[config.mk]
export PLATFORM = sky130hd
export DESIGN_NAME = miriscv_rvfi_trace_scheduler_flat
export DESIGN_NICKNAME = d
export VERILOG_FILES = /design/src/rtl/miriscv_rvfi_trace_scheduler_if.sv /design/src/rtl/miriscv_rvfi_trace_scheduler.sv /design/src/flat_wrapper.sv
export SDC_FILE = /design/constraint.sdc
export NUM_CORES = 1
export LEC_CHECK = 0
export ABC_AREA = 1
export ABC_CLOCK_PERIOD_IN_PS = 25100
export BUFFER_PORTS_ARGS = -buffer_cell sky130_fd_sc_hd__buf_2
export CORE_ASPECT_RATIO = 0.8
export CORE_MARGIN = 5
export CORE_UTILIZATION = 50
export DETAILED_ROUTE_END_ITERATION = 7
export PLACE_DENSITY = 0.66
export SYNTH_ARGS = -nofsm -noshare
export SYNTH_HDL_FRONTEND = slang
export SYNTH_SLANG_ARGS = --single-unit
[constraint.sdc]
create_clock -name clk_i -period 25.1 [get_ports clk_i]
set_clock_uncertainty 0.2 [all_clocks]
set_input_delay 5.02 -clock clk_i [delete_from_list [all_inputs] [get_ports clk_i]]
set_output_delay 5.02 -clock clk_i [all_outputs]
set_load 0.005 [all_outputs]
[src/rtl/miriscv_rvfi_trace_scheduler_if.sv]
// Bundle of the RVFI retire port, the trace word stream and the status
// outputs of the trace scheduler. The master side is the core/sink
// environment; the slave side is the scheduler itself.
interface miriscv_rvfi_trace_scheduler_if;

    // Capture control and RVFI retire record
    logic        enable_i;
    logic        rvfi_valid_i;
    logic [63:0] rvfi_order_i;
    logic [31:0] rvfi_pc_rdata_i;
    logic [31:0] rvfi_insn_i;
    logic [31:0] rvfi_rd_wdata_i;
    logic [31:0] rvfi_mem_addr_i;
    logic [4:0]  rvfi_rd_addr_i;
    logic [3:0]  rvfi_mem_rmask_i;
    logic [3:0]  rvfi_mem_wmask_i;
    logic        rvfi_trap_i;
    logic        rvfi_intr_i;

    // Trace word stream
    logic        trace_valid_o;
    logic        trace_ready_i;
    logic [31:0] trace_data_o;
    logic        trace_last_o;

    // Status back to the core / debug
    logic        stall_o;
    logic        overflow_o;
    logic [15:0] drop_cnt_o;

    modport master (
        output enable_i,
        output rvfi_valid_i,
        output rvfi_order_i,
        output rvfi_pc_rdata_i,
        output rvfi_insn_i,
        output rvfi_rd_wdata_i,
        output rvfi_mem_addr_i,
        output rvfi_rd_addr_i,
        output rvfi_mem_rmask_i,
        output rvfi_mem_wmask_i,
        output rvfi_trap_i,
        output rvfi_intr_i,
        output trace_ready_i,
        input  trace_valid_o,
        input  trace_data_o,
        input  trace_last_o,
        input  stall_o,
        input  overflow_o,
        input  drop_cnt_o
    );

    modport slave (
        input  enable_i,
        input  rvfi_valid_i,
        input  rvfi_order_i,
        input  rvfi_pc_rdata_i,
        input  rvfi_insn_i,
        input  rvfi_rd_wdata_i,
        input  rvfi_mem_addr_i,
        input  rvfi_rd_addr_i,
        input  rvfi_mem_rmask_i,
        input  rvfi_mem_wmask_i,
        input  rvfi_trap_i,
        input  rvfi_intr_i,
        input  trace_ready_i,
        output trace_valid_o,
        output trace_data_o,
        output trace_last_o,
        output stall_o,
        output overflow_o,
        output drop_cnt_o
    );

endinterface

[src/rtl/miriscv_rvfi_trace_scheduler.sv]
// RVFI trace scheduler: captures retired-instruction records into a small
// FIFO and serializes the head record as 4 or 5 32-bit trace words over a
// valid/ready stream. Records that find the FIFO full are dropped and
// counted; the core is warned one entry early through stall_o.
module miriscv_rvfi_trace_scheduler #(
    parameter int DEPTH = 4
) (
    input  logic                          clk_i,
    input  logic                          rst_i,
    miriscv_rvfi_trace_scheduler_if.slave bus
);

    localparam int AW = $clog2(DEPTH);
    localparam int CW = AW + 1;
    localparam logic [CW-1:0] DEPTH_C = CW'(DEPTH);
    localparam logic [CW-1:0] STALL_C = CW'(DEPTH - 1);

    typedef enum logic {
        IDLE,
        SEND
    } state_t;

    // Control state
    state_t        state;
    logic [2:0]    idx;
    logic [AW-1:0] wr_ptr;
    logic [AW-1:0] rd_ptr;
    logic [CW-1:0] count;
    logic [CW-1:0] count_nxt;
    logic          overflow;
    logic [15:0]   drop_cnt;

    // Record storage, one slot per FIFO entry (data only, never reset)
    logic [31:0] pc_q    [DEPTH];
    logic [31:0] insn_q  [DEPTH];
    logic [31:0] meta_q  [DEPTH];
    logic [31:0] wdata_q [DEPTH];
    logic [31:0] addr_q  [DEPTH];
    logic        has_mem_q [DEPTH];

    logic        push_req;
    logic        push_ok;
    logic        hs;
    logic        last_word;
    logic        pop;
    logic [31:0] word;
    logic [31:0] meta_in;
    logic        unused_order;

    // Only the low 16 bits of the retirement order are carried in the trace.
    assign unused_order = ^bus.rvfi_order_i[63:16];

    // Packed W2: order, reserved zero, trap, intr, rd, rmask, wmask.
    assign meta_in = {bus.rvfi_order_i[15:0], 1'b0, bus.rvfi_trap_i, bus.rvfi_intr_i,
                      bus.rvfi_rd_addr_i, bus.rvfi_mem_rmask_i, bus.rvfi_mem_wmask_i};

    assign push_req  = bus.rvfi_valid_i && bus.enable_i;
    assign hs        = (state == SEND) && bus.trace_ready_i;
    assign last_word = (idx == 3'd4) || ((idx == 3'd3) && !has_mem_q[rd_ptr]);
    assign pop       = hs && last_word;
    // A full FIFO still accepts a record when the head leaves the same cycle;
    // the freed slot is exactly the one being written (wr_ptr == rd_ptr).
    assign push_ok   = push_req && ((count < DEPTH_C) || pop);

    // Occupancy after this cycle's push/pop; a coincident push and pop cancel.
    always_comb begin
        count_nxt = count;
        if (push_ok && !pop) begin
            count_nxt = count + CW'(1);
        end else if (!push_ok && pop) begin
            count_nxt = count - CW'(1);
        end
    end

    // Control FSM: pointers, occupancy, word index and drop accounting.
    always_ff @(posedge clk_i) begin
        if (rst_i) begin
            state    <= IDLE;
            idx      <= '0;
            wr_ptr   <= '0;
            rd_ptr   <= '0;
            count    <= '0;
            overflow <= 1'b0;
            drop_cnt <= '0;
        end else begin
            count <= count_nxt;
            if (push_ok) begin
                wr_ptr <= wr_ptr + AW'(1);
            end
            if (pop) begin
                rd_ptr <= rd_ptr + AW'(1);
            end
            if (push_req && !push_ok) begin
                overflow <= 1'b1;
                if (drop_cnt != 16'hFFFF) begin
                    drop_cnt <= drop_cnt + 16'd1;
                end
            end
            case (state)
                IDLE: begin
                    // Leaving IDLE on the push edge gives the 1-cycle latency.
                    if (count_nxt != '0) begin
                        state <= SEND;
                        idx   <= '0;
                    end
                end
                SEND: begin
                    if (hs) begin
                        if (last_word) begin
                            idx <= '0;
                            if (count_nxt == '0) begin
                                state <= IDLE;
                            end
                        end else begin
                            idx <= idx + 3'd1;
                        end
                    end
                end
                default: begin
                    state <= IDLE;
                    idx   <= '0;
                end
            endcase
        end
    end

    // Record capture into the slot at the write pointer.
    always_ff @(posedge clk_i) begin
        if (push_ok) begin
            pc_q[wr_ptr]      <= bus.rvfi_pc_rdata_i;
            insn_q[wr_ptr]    <= bus.rvfi_insn_i;
            meta_q[wr_ptr]    <= meta_in;
            wdata_q[wr_ptr]   <= bus.rvfi_rd_wdata_i;
            addr_q[wr_ptr]    <= bus.rvfi_mem_addr_i;
            has_mem_q[wr_ptr] <= (bus.rvfi_mem_rmask_i | bus.rvfi_mem_wmask_i) != 4'h0;
        end
    end

    // Word select for the head record; all inputs are registers, so the
    // word stays stable while the sink withholds ready.
    always_comb begin
        word = 32'h0;
        case (idx)
            3'd0:    word = pc_q[rd_ptr];
            3'd1:    word = insn_q[rd_ptr];
            3'd2:    word = meta_q[rd_ptr];
            3'd3:    word = wdata_q[rd_ptr];
            3'd4:    word = addr_q[rd_ptr];
            default: word = 32'h0;
        endcase
    end

    assign bus.trace_valid_o = (state == SEND);
    assign bus.trace_data_o  = (state == SEND) ? word : 32'h0;
    assign bus.trace_last_o  = (state == SEND) && last_word;
    assign bus.stall_o       = (count >= STALL_C);
    assign bus.overflow_o    = overflow;
    assign bus.drop_cnt_o    = drop_cnt;

endmodule

[src/flat_wrapper.sv]
// flat-port wrapper written by rule: the top's interface ports become plain ports
module miriscv_rvfi_trace_scheduler_flat 
#(
    parameter int DEPTH = 4
)
  (clk_i, rst_i, bus_enable_i, bus_rvfi_valid_i, bus_rvfi_order_i, bus_rvfi_pc_rdata_i, bus_rvfi_insn_i, bus_rvfi_rd_wdata_i, bus_rvfi_mem_addr_i, bus_rvfi_rd_addr_i, bus_rvfi_mem_rmask_i, bus_rvfi_mem_wmask_i, bus_rvfi_trap_i, bus_rvfi_intr_i, bus_trace_ready_i, bus_trace_valid_o, bus_trace_data_o, bus_trace_last_o, bus_stall_o, bus_overflow_o, bus_drop_cnt_o);
  miriscv_rvfi_trace_scheduler_if bus_i ();
  input  logic clk_i;
  input  logic rst_i;
  input wire logic [$bits(bus_i.enable_i)-1:0] bus_enable_i;
  input wire logic [$bits(bus_i.rvfi_valid_i)-1:0] bus_rvfi_valid_i;
  input wire logic [$bits(bus_i.rvfi_order_i)-1:0] bus_rvfi_order_i;
  input wire logic [$bits(bus_i.rvfi_pc_rdata_i)-1:0] bus_rvfi_pc_rdata_i;
  input wire logic [$bits(bus_i.rvfi_insn_i)-1:0] bus_rvfi_insn_i;
  input wire logic [$bits(bus_i.rvfi_rd_wdata_i)-1:0] bus_rvfi_rd_wdata_i;
  input wire logic [$bits(bus_i.rvfi_mem_addr_i)-1:0] bus_rvfi_mem_addr_i;
  input wire logic [$bits(bus_i.rvfi_rd_addr_i)-1:0] bus_rvfi_rd_addr_i;
  input wire logic [$bits(bus_i.rvfi_mem_rmask_i)-1:0] bus_rvfi_mem_rmask_i;
  input wire logic [$bits(bus_i.rvfi_mem_wmask_i)-1:0] bus_rvfi_mem_wmask_i;
  input wire logic [$bits(bus_i.rvfi_trap_i)-1:0] bus_rvfi_trap_i;
  input wire logic [$bits(bus_i.rvfi_intr_i)-1:0] bus_rvfi_intr_i;
  input wire logic [$bits(bus_i.trace_ready_i)-1:0] bus_trace_ready_i;
  output wire logic [$bits(bus_i.trace_valid_o)-1:0] bus_trace_valid_o;
  output wire logic [$bits(bus_i.trace_data_o)-1:0] bus_trace_data_o;
  output wire logic [$bits(bus_i.trace_last_o)-1:0] bus_trace_last_o;
  output wire logic [$bits(bus_i.stall_o)-1:0] bus_stall_o;
  output wire logic [$bits(bus_i.overflow_o)-1:0] bus_overflow_o;
  output wire logic [$bits(bus_i.drop_cnt_o)-1:0] bus_drop_cnt_o;
  assign bus_i.enable_i = bus_enable_i;
  assign bus_i.rvfi_valid_i = bus_rvfi_valid_i;
  assign bus_i.rvfi_order_i = bus_rvfi_order_i;
  assign bus_i.rvfi_pc_rdata_i = bus_rvfi_pc_rdata_i;
  assign bus_i.rvfi_insn_i = bus_rvfi_insn_i;
  assign bus_i.rvfi_rd_wdata_i = bus_rvfi_rd_wdata_i;
  assign bus_i.rvfi_mem_addr_i = bus_rvfi_mem_addr_i;
  assign bus_i.rvfi_rd_addr_i = bus_rvfi_rd_addr_i;
  assign bus_i.rvfi_mem_rmask_i = bus_rvfi_mem_rmask_i;
  assign bus_i.rvfi_mem_wmask_i = bus_rvfi_mem_wmask_i;
  assign bus_i.rvfi_trap_i = bus_rvfi_trap_i;
  assign bus_i.rvfi_intr_i = bus_rvfi_intr_i;
  assign bus_i.trace_ready_i = bus_trace_ready_i;
  assign bus_trace_valid_o = bus_i.trace_valid_o;
  assign bus_trace_data_o = bus_i.trace_data_o;
  assign bus_trace_last_o = bus_i.trace_last_o;
  assign bus_stall_o = bus_i.stall_o;
  assign bus_overflow_o = bus_i.overflow_o;
  assign bus_drop_cnt_o = bus_i.drop_cnt_o;
  miriscv_rvfi_trace_scheduler #(.DEPTH(DEPTH)) u_core (.clk_i(clk_i), .rst_i(rst_i), .bus(bus_i));
endmodule
==> metrics, run 1 <==
status=complete, no violations; Row Count=75; Worst R2R Setup Slack=18.90 ns; # hold bufs at CTS=0; synthesized area per cell=12.82 um2; clk sinks=670; CTS tree=yes; via density per instance=5.663; share of cells above drive strength 1=15.53%; # setup viols final=0; via count of the first global-routing pass=15940; WHS Endpoint=u_core.bus.overflow_o; Final Hold Fails=0; TritonRoute pass-1 iters=5; total number of vias=16890; Detail Route Antenna Nets=0; H-tree depth=2; Post-synth ARST share=0%; HPWL Detailed=38.92 mm; DRT iter0 DRCs=1512; RSZ-0062 raised after global routing=false; IO Pins=264; CP max FO=159; FF-to-FF path depth=15; fin util=57.19%; peak supply drop=0.00005321 V; starting density of the core=50.28%; Setup Buffers After CTS=0; Synth Area in Simple Gates=9.875%; Sum Neg Setup Slack=0 ns; final slew viol count=0; CTS buffer count=61; top_reg_cell synth=edfxtp_1; most common cell after layout, fill and taps aside=edfxtp_1; Worst-Skew Late Latency=0.63 ns; fmax=0.1061 GHz; Remaining DRCs=0; Seq cells post-synth=670; largest net degree at the start of global routing=219; worst-margin pin slew=1.338 ns; CTS Buffer Depth=3; pwr/cell area=74.89 nW/um2; worst hold stages=1; pre-CTS setup slack=15.95 ns; start point of the worst min-delay path=u_core.bus.overflow_o; gr ovfl total=0; wire per inst=22.46 um; initial antenna violation count=34; Area Overhead vs Synth=13.75%; largest family of logic cells by synthesized area=compound AO/OA/AOI/OAI gates; Synth Area in Adders=0.6190%; critical path class=reg2out; Tot GR Track Use=22.64%; die span in x=266.3 um; Layout Nets=2447; Post-synth EDFFs=640; mux share of post-synthesis cell area=0%; period utilisation layout=37.54%; Seq/Total Area, Yosys=75.42%; worst hold slack=0.2593 ns; syn_nets=2275; DRT Wirelength=67.00 mm; Worst Hold Class=reg2reg; gp weighted congestion=0.8110; slew margin rel.=10.81%; most frequent cells in the layout=640 x edfxtp_1, 438 x nor2_1, 329 x o21ai_0; number of max-cap violations=0; synth warn=0; compound-gate portion of the synthesized area=11.33%; Setup crit end kind=output pin; clk root buf=clkbuf_16; element type at the critical path start=flip-flop; post-synthesis cell count=2050; synth unique cells=36; Port-buffer cells=215; CTS clk-pin slew, worst paths=0.06 ns; r2r endpoint=u_core.addr_q[1][4]; total core area=52270 um2; leakage power=10.35 nW; height of the die=215.1 um; required time of the critical path=19.88 ns; Final min period=9.422 ns; CP Data Arrival Time=4.20 ns; Synth Area in XOR/XNOR=0.09999%; min setup slack post-route=15.68 ns; Synth Cell Area=26280 um2; Die ar.=57270 um2; first-pass GRT wire length=98.70 mm; post-CTS resize count=0
## Yosys cell counts, types with 3 or more instances
cell / count / area [um2]
edfxtp_1: 640 / 19220
nor2_1: 444 / 1667
o21ai_0: 329 / 1647
nand2_1: 128 / 480.5
o22ai_1: 128 / 800.8
clkbuf_1: 86 / 322.8
a21oi_1: 49 / 245.2
nand3_1: 45 / 225.2
inv_1: 43 / 161.4
a211oi_1: 32 / 240.2
dfxtp_1: 30 / 600.6
buf_2: 28 / 140.1
ha_1: 13 / 162.7
buf_1: 11 / 41.29
nor3_1: 8 / 40.04
nand4_1: 5 / 31.28
inv_2: 3 / 11.26
o21ai_1: 3 / 15.01
## flip-flops by register name, indices dropped and copies added, names as in the netlist, named ones only
name and flops:
u_core.count 3, u_core.wr_ptr 2, u_core.insn_q 128, u_core.rd_ptr 2, u_core.bus.overflow_o 1, u_core.has_mem_q 4, u_core.meta_q 124, u_core.pc_q 128
u_core.idx 3, u_core.wdata_q 128, u_core.bus.trace_valid_o 1, u_core.addr_q 128, u_core.bus.drop_cnt_o 16
## final cells by class
cell class / instances / area [um2]
Timing Repair Buffer: 236 / 1271
Sequential cell: 670 / 19830
Fill cell: 4157 / 22380
Clock inverter: 40 / 325.3
Clock buffer: 74 / 1575
Inverter: 47 / 186.4
Tap cell: 693 / 867.1
Antenna cell: 17 / 42.54
Multi-Input combinational cell: 1206 / 5798
## cells by family (layout without fill, tap and decap cells)
group | count (synthesis) | count (layout)
compound gates | 544 | 544
flops | 670 | 670
simple gates | 646 | 646
xor+xnor | 3 | 3
other cells | 0 | 17
fa+ha+maj | 13 | 13
buf+inv | 174 | 397
## metal layers
| layer | global-route usage, % | wire length, um |
|---|---|---|
| met1 | 32.21 | 27820 |
| met2 | 33.68 | 30740 |
| met3 | 6.632 | 6427 |
| met4 | 7.737 | 1878 |
| met5 | 1.520 | 137 |
## how the worst max path moves through the flow
stage | startpoint | to | slack [ns] | cells past startpoint
6_report | flip-flop | bus_trace_data_o[19] | 15.68 | 9
5_1_grt | flip-flop | bus_trace_data_o[19] | 15.30 | 9
4_1_cts | flip-flop | bus_trace_data_o[19] | 15.69 | 9
3_5_place_dp | bus_trace_ready_i | u_core.addr_q[1][4] | 15.95 | 12
3_3_place_gp | bus_trace_ready_i | u_core.meta_q[1][8] | 15.95 | 12
2_1_floorplan | bus_trace_ready_i | u_core.addr_q[0][0] | 11.89 | 8
## per-stage QoR
step | area (um2) | total power, mW | cells
finish | 29890 | 2.239 | 2983
detailed placement | 27950 | 1.374 | 2852
global route | 29870 | 2.316 | 2975
global placement | 27950 | 1.372 | 2852
floorplan | 26280 | 1.324 | 2050
CTS | 29850 | 2.255 | 2966
## report_power, final
group | switching [mW] | internal [mW]
clock | 0.401 | 0.488
combinational | 0.0662 | 0.0277
sequential | 0.00538 | 1.25
total | 0.473 | 1.77
## worst max-delay path, stage by stage (launching register included)
cell,delay [ns]
dfxtp_4,0.49
inv_8,0.63
buf_4,0.85
o21ai_0,0.17
o22ai_1,0.58
nand2_1,0.15
nand3_1,0.19
a211oi_1,0.07
nor2_1,0.18
buf_2,0.15
(Power assumes the default switching activity.)
==> inputs of run 2 (changes only) <==
Settings changed: ABC_AREA 1 to 0, ABC_CLOCK_PERIOD_IN_PS 25100 to 9700.
Clock period 25.1 ns to 9.7 ns, I/O delays scaled along.
==> metrics, run 2 <==
compound-gate portion of the synthesized area=3.707%; synth unique cells=52; CTS buffer count=67; initial antenna violation count=17; number of max-cap violations=0; mux share of post-synthesis cell area=14.10%; total core area=51020 um2; Tot GR Track Use=19.62%; M1 GR Usage=28.06%; M2 GR Usage=31.00%; Buf/Inv on CP=4; RSZ-0062 raised after global routing=false; status=complete, no violations; switching power=1.370 mW; peak supply drop=0.0001384 V; Post-synth ARST share=0%; area leader, netlist=edfxtp_1; critical path class=reg2out; clk root buf=clkbuf_16; most frequent cells in the layout=640 x edfxtp_1, 215 x buf_2, 160 x mux4_2; Row Count=74; gr ovfl total=0; worst hold slack=0.2430 ns; Area Overhead vs Synth=15.60%; first-pass GRT wire length=83.13 mm; Setup crit end kind=output pin; met3 Use GR=5.104%; CTS Buffer Depth=3; share of the synthesized area in the top cell type=74.54%; pwr/cell area=211.6 nW/um2; Seq cells post-synth=670; Top delay family on crit path=compound AO/OA/AOI/OAI gates; Flop pwr share=52.7%; required time of the critical path=7.56 ns; Post-synth EDFFs=640; wire per inst=25.23 um; most common cell after layout, fill and taps aside=edfxtp_1; DP Area=27670 um2; H-tree depth=3; CP max stage delay=1.01 ns; synth warn=0; die span in x=263.9 um; fmax=0.1756 GHz; TritonRoute pass-1 iters=5; Comb pwr share=7.4%; worst-margin pin slew=1.122 ns; CTS clk-pin slew, worst paths=0.06 ns; synthesized area per cell=21.08 um2; gp weighted congestion=0.7832; CP Data Arrival Time=3.56 ns; HPWL Detailed=31.85 mm; top_reg_cell synth=edfxtp_1; Synth Area in Adders=0.6309%; clk sinks=670; switching part of the total power=21.71%; via density per instance=5.852; most common library cells after synthesis=640 x edfxtp_1, 160 x mux4_2, 79 x nand2_1; period utilisation layout=58.72%; Synth Cell Area=25780 um2; via count of the first global-routing pass=13310; # hold bufs at CTS=0; largest family of logic cells by synthesized area=multiplexers; Layout Nets=1686; post-synthesis cell count=1223; total number of vias=12860; Final Hold Fails=0; element type at the critical path start=flip-flop; # setup viols final=0; starting density of the core=50.54%; Most Frequent Cell on Critical Path=buf_4; Pint=4.938 mW; Die ar.=56240 um2; IO Pins=264; GRT busiest layer=met2; CP max stage cell=o31ai_4; Synth Area in XOR/XNOR=0.6114%; height of the die=213.1 um; syn_nets=1448; final slew viol count=0; Final min period=5.696 ns; slew margin rel.=25.22%; Worst-Skew Late Latency=0.59 ns; Port-buffer cells=215; Seq/Total Area, Yosys=76.87%; Setup Buffers After CTS=0; synth top area cells=edfxtp_1 75%, mux4_2 14%, dfxtp_1 2.3%, nand2_1 1.2%, a22o_1 1.1%; Clock Power Share=39.9%; crit-path cells=inv_2 -> ha_2 -> buf_4 -> o31ai_4 -> buf_4 -> a31oi_1 -> buf_2; share of cells above drive strength 1=33.73%; CP max FO=34; Synth Area in Simple Gates=2.800%; Detail Route Antenna Nets=0; DRT iter0 DRCs=1265; Remaining DRCs=0; Worst Hold Class=reg2reg; post-CTS resize count=0; Post-Layout Inst Area=29800 um2; leakage power=9.631 nW; CTS tree=yes; count leader, synth=edfxtp_1; largest net degree at the start of global routing=98; Sum Neg Setup Slack=0 ns; DRT Wirelength=55.45 mm
## run 2: stage by stage
| stage | worst slack, ns | std cells | power (mW) | util, % |
|---|---|---|---|---|
| final | 4.004 | 2198 | 6.308 | 58.42 |
| after global routing | 3.850 | 2194 | 6.535 | 58.40 |
| after CTS | 3.953 | 2193 | 6.372 | 58.40 |
| after detailed placement | 4.593 | 2076 | 3.859 | 54.23 |
| after global placement | 4.555 | 2076 | 3.843 | 54.23 |
| after floorplan | 2.756 | 1223 | 3.642 | - |
## run 2: path summary, 6_finish.rpt
check | cells past startpoint | slack (ns) | startpoint | end
max | 7 | 4.00 | u_core.idx[2] | bus_trace_data_o[30]
min | 2 | 0.24 | u_core.bus.overflow_o | u_core.bus.overflow_o
max reg2reg | 7 | 4.73 | flip-flop | u_core.meta_q[2][25]
min reg2reg | 2 | 0.24 | u_core.bus.overflow_o | u_core.bus.overflow_o
## run 2: worst reg2reg max path, stage by stage, from the launching register on
cell	delay, ns
dfxtp_4	0.81
buf_4	0.85
mux4_2	0.48
o21ai_2	0.27
nand2_1	0.15
a21oi_2	0.33
and2_4	0.76
buf_4	0.71
## run 2: logic make-up (layout without fill, tap and decap cells)
logic type	count (synthesis)	in the layout
xor gates and xnor gates	18	18
muxes	163	163
adders and majority gates	13	13
DFF	670	670
buffers and inverters	78	364
other	0	5
and+or+nand+nor	158	158
AOI/OAI and AO/OA	123	123
## run 2: area by class of cell
cell class | instances | area [um2]
Sequential cell | 670 | 19830
Clock inverter | 33 | 341.6
Antenna cell | 5 | 12.51
Multi-Input combinational cell | 475 | 5673
Fill cell | 3743 | 21210
Timing Repair Buffer | 236 | 1271
Tap cell | 684 | 855.8
Clock buffer | 84 | 1783
Inverter | 11 | 41.29
## run 2: per-layer routing
layer  wire length (um)  up-vias
met5                157        -
met4               1024       26
met3               3784      103
met2              26440      383
met1              24050     6751
li1                   -     5599
## run 2: power by group through the flow
| stage | logic (mW) | registers (mW) | clock network [mW] |
|---|---|---|---|
| after global routing | 0.510 | 3.33 | 2.70 |
| after floorplan | 0.252 | 3.39 | 0 |
| after global placement | 0.466 | 3.38 | 0 |
| final | 0.469 | 3.32 | 2.52 |
| after detailed placement | 0.475 | 3.38 | 0 |
| after CTS | 0.476 | 3.32 | 2.57 |
==> inputs of run 3 (changes only) <==
Settings changed: ABC_CLOCK_PERIOD_IN_PS 9700 to 5200, PLACE_DENSITY 0.66 to 0.69.
Clock period 9.7 ns to 5.2 ns, I/O delays scaled along.
==> metrics, run 3 (synthesized netlist as in run 2, its figures left out) <==
status=complete, no violations; CP max stage cell=ha_2; gp weighted congestion=0.7649; # setup viols final=0; pwr/cell area=394.2 nW/um2; worst hold stages=2; Post-Route M1 WL=22.28 mm; Detail Route Antenna Nets=0; DRT iter0 DRCs=1127; most common cell after layout, fill and taps aside=edfxtp_1; via count of the first global-routing pass=13250; crit-path cells=inv_1 -> ha_2 -> and2_2 -> buf_4 -> a22oi_1 -> a31oi_1 -> buf_2; Sum Neg Setup Slack=0 ns; first-pass GRT wire length=82.07 mm; Row Count=74; period utilisation layout=82.82%; most frequent cells in the layout=640 x edfxtp_1, 215 x buf_2, 160 x mux4_2; share of cells above drive strength 1=34.41%; HPWL Detailed=31.49 mm; critical path class=reg2out; fill count=3639; CP max stage delay=0.52 ns; Final Power=11.84 mW; DP Area=27790 um2; starting density of the core=50.54%; largest net degree at the start of global routing=107; Post-Place Cells=2081; non-filler instance count after layout=2217; die span in x=263.9 um; element type at the critical path start=flip-flop; gr ovfl total=0; number of max-cap violations=0; Remaining DRCs=0; CP Data Arrival Time=3.07 ns; post-CTS resize count=0; # hold bufs at CTS=0; fmax=0.2322 GHz; CTS clk-pin slew, worst paths=0.05 ns; Worst-Skew Late Latency=0.59 ns; final slew viol count=0; clk root buf=clkbuf_16; Post-Layout Inst Area=30020 um2; Area Overhead vs Synth=16.45%; Worst Hold Class=reg2reg; total core area=51020 um2; CP max FO=15; Final Hold Fails=0; met3 WL=4.201 mm; top layer in use=met5; Setup crit end kind=output pin; total number of vias=12810; worst-margin pin slew=0.8617 ns; Setup Buffers After CTS=0; TritonRoute pass-1 iters=5; RSZ-0062 raised after global routing=false; Final min period=4.307 ns; CTS Buffer Depth=3; leakage power=9.715 nW; peak supply drop=0.0003552 V; Die ar.=56240 um2; required time of the critical path=3.96 ns; height of the die=213.1 um; H-tree depth=3; CTS buffer count=68; via density per instance=5.779; initial antenna violation count=21; slew margin rel.=42.56%; clk sinks=670; DRT Wirelength=54.37 mm; IO Pins=264; wire per inst=24.52 um; Tot GR Track Use=19.39%; FF-to-FF path depth=6; Layout Nets=1692; CTS tree=yes; Port-buffer cells=215; wire length on met2=26.54 mm
[run 3: final cells by class]
type / count / area, um2 / share of cell area [%]
timing repair buffer: 241 / 1396 / 4.651
inverter: 11 / 41.29 / 0.1375
multi-input combinational: 475 / 5673 / 18.89
antenna: 13 / 32.53 / 0.1084
tap: 684 / 855.8 / 2.850
sequential: 670 / 19830 / 66.04
clock inverter: 37 / 345.3 / 1.150
clock buffer: 86 / 1853 / 6.172
[run 3: worst paths after layout]
kind	startpoint	endpoint	slack (ns)
worst min-delay path	u_core.bus.overflow_o	u_core.bus.overflow_o	0.24
worst min register to register	u_core.bus.overflow_o	u_core.bus.overflow_o	0.24
worst max-delay path	u_core.idx[0]	bus_trace_data_o[11]	0.89
worst max register to register	flip-flop	u_core.wdata_q[3][31]	1.73
[run 3: routing by layer]
layer | vias to the layer above | track usage (%)
met1 | 6672 | 26.41
met2 | 380 | 30.92
li1 | 5627 | -
met4 | 26 | 5.102
met5 | - | 0
met3 | 108 | 6.325
[run 3: worst max-delay path, delay by kind of cell, from the launching register on]
family	cells	cell delay [ns]
adders and majority gates	1	0.52
DFF	1	0.34
AOI/OAI and AO/OA	2	0.50
buffers and inverters	3	0.69
and+or+nand+nor	1	0.42
[run 3: report_power, final]
part	switching, mW	total [mW]	internal (mW)
sequential	0.0607	6.20	6.14
combinational	0.527	0.870	0.343
clock	1.98	4.77	2.79
[run 3: per-stage QoR]
| stage | setup slack [ns] | util, % | hold WS (ns) |
|---|---|---|---|
| floorplan | 0.7473 | - | 0.2421 |
| global placement | 1.580 | 54.48 | 0.2374 |
| detailed placement | 1.566 | 54.48 | 0.2375 |
| CTS | 0.8739 | 58.79 | 0.2463 |
| global route | 0.7495 | 58.80 | 0.2596 |
| finish | 0.8934 | 58.85 | 0.2450 |
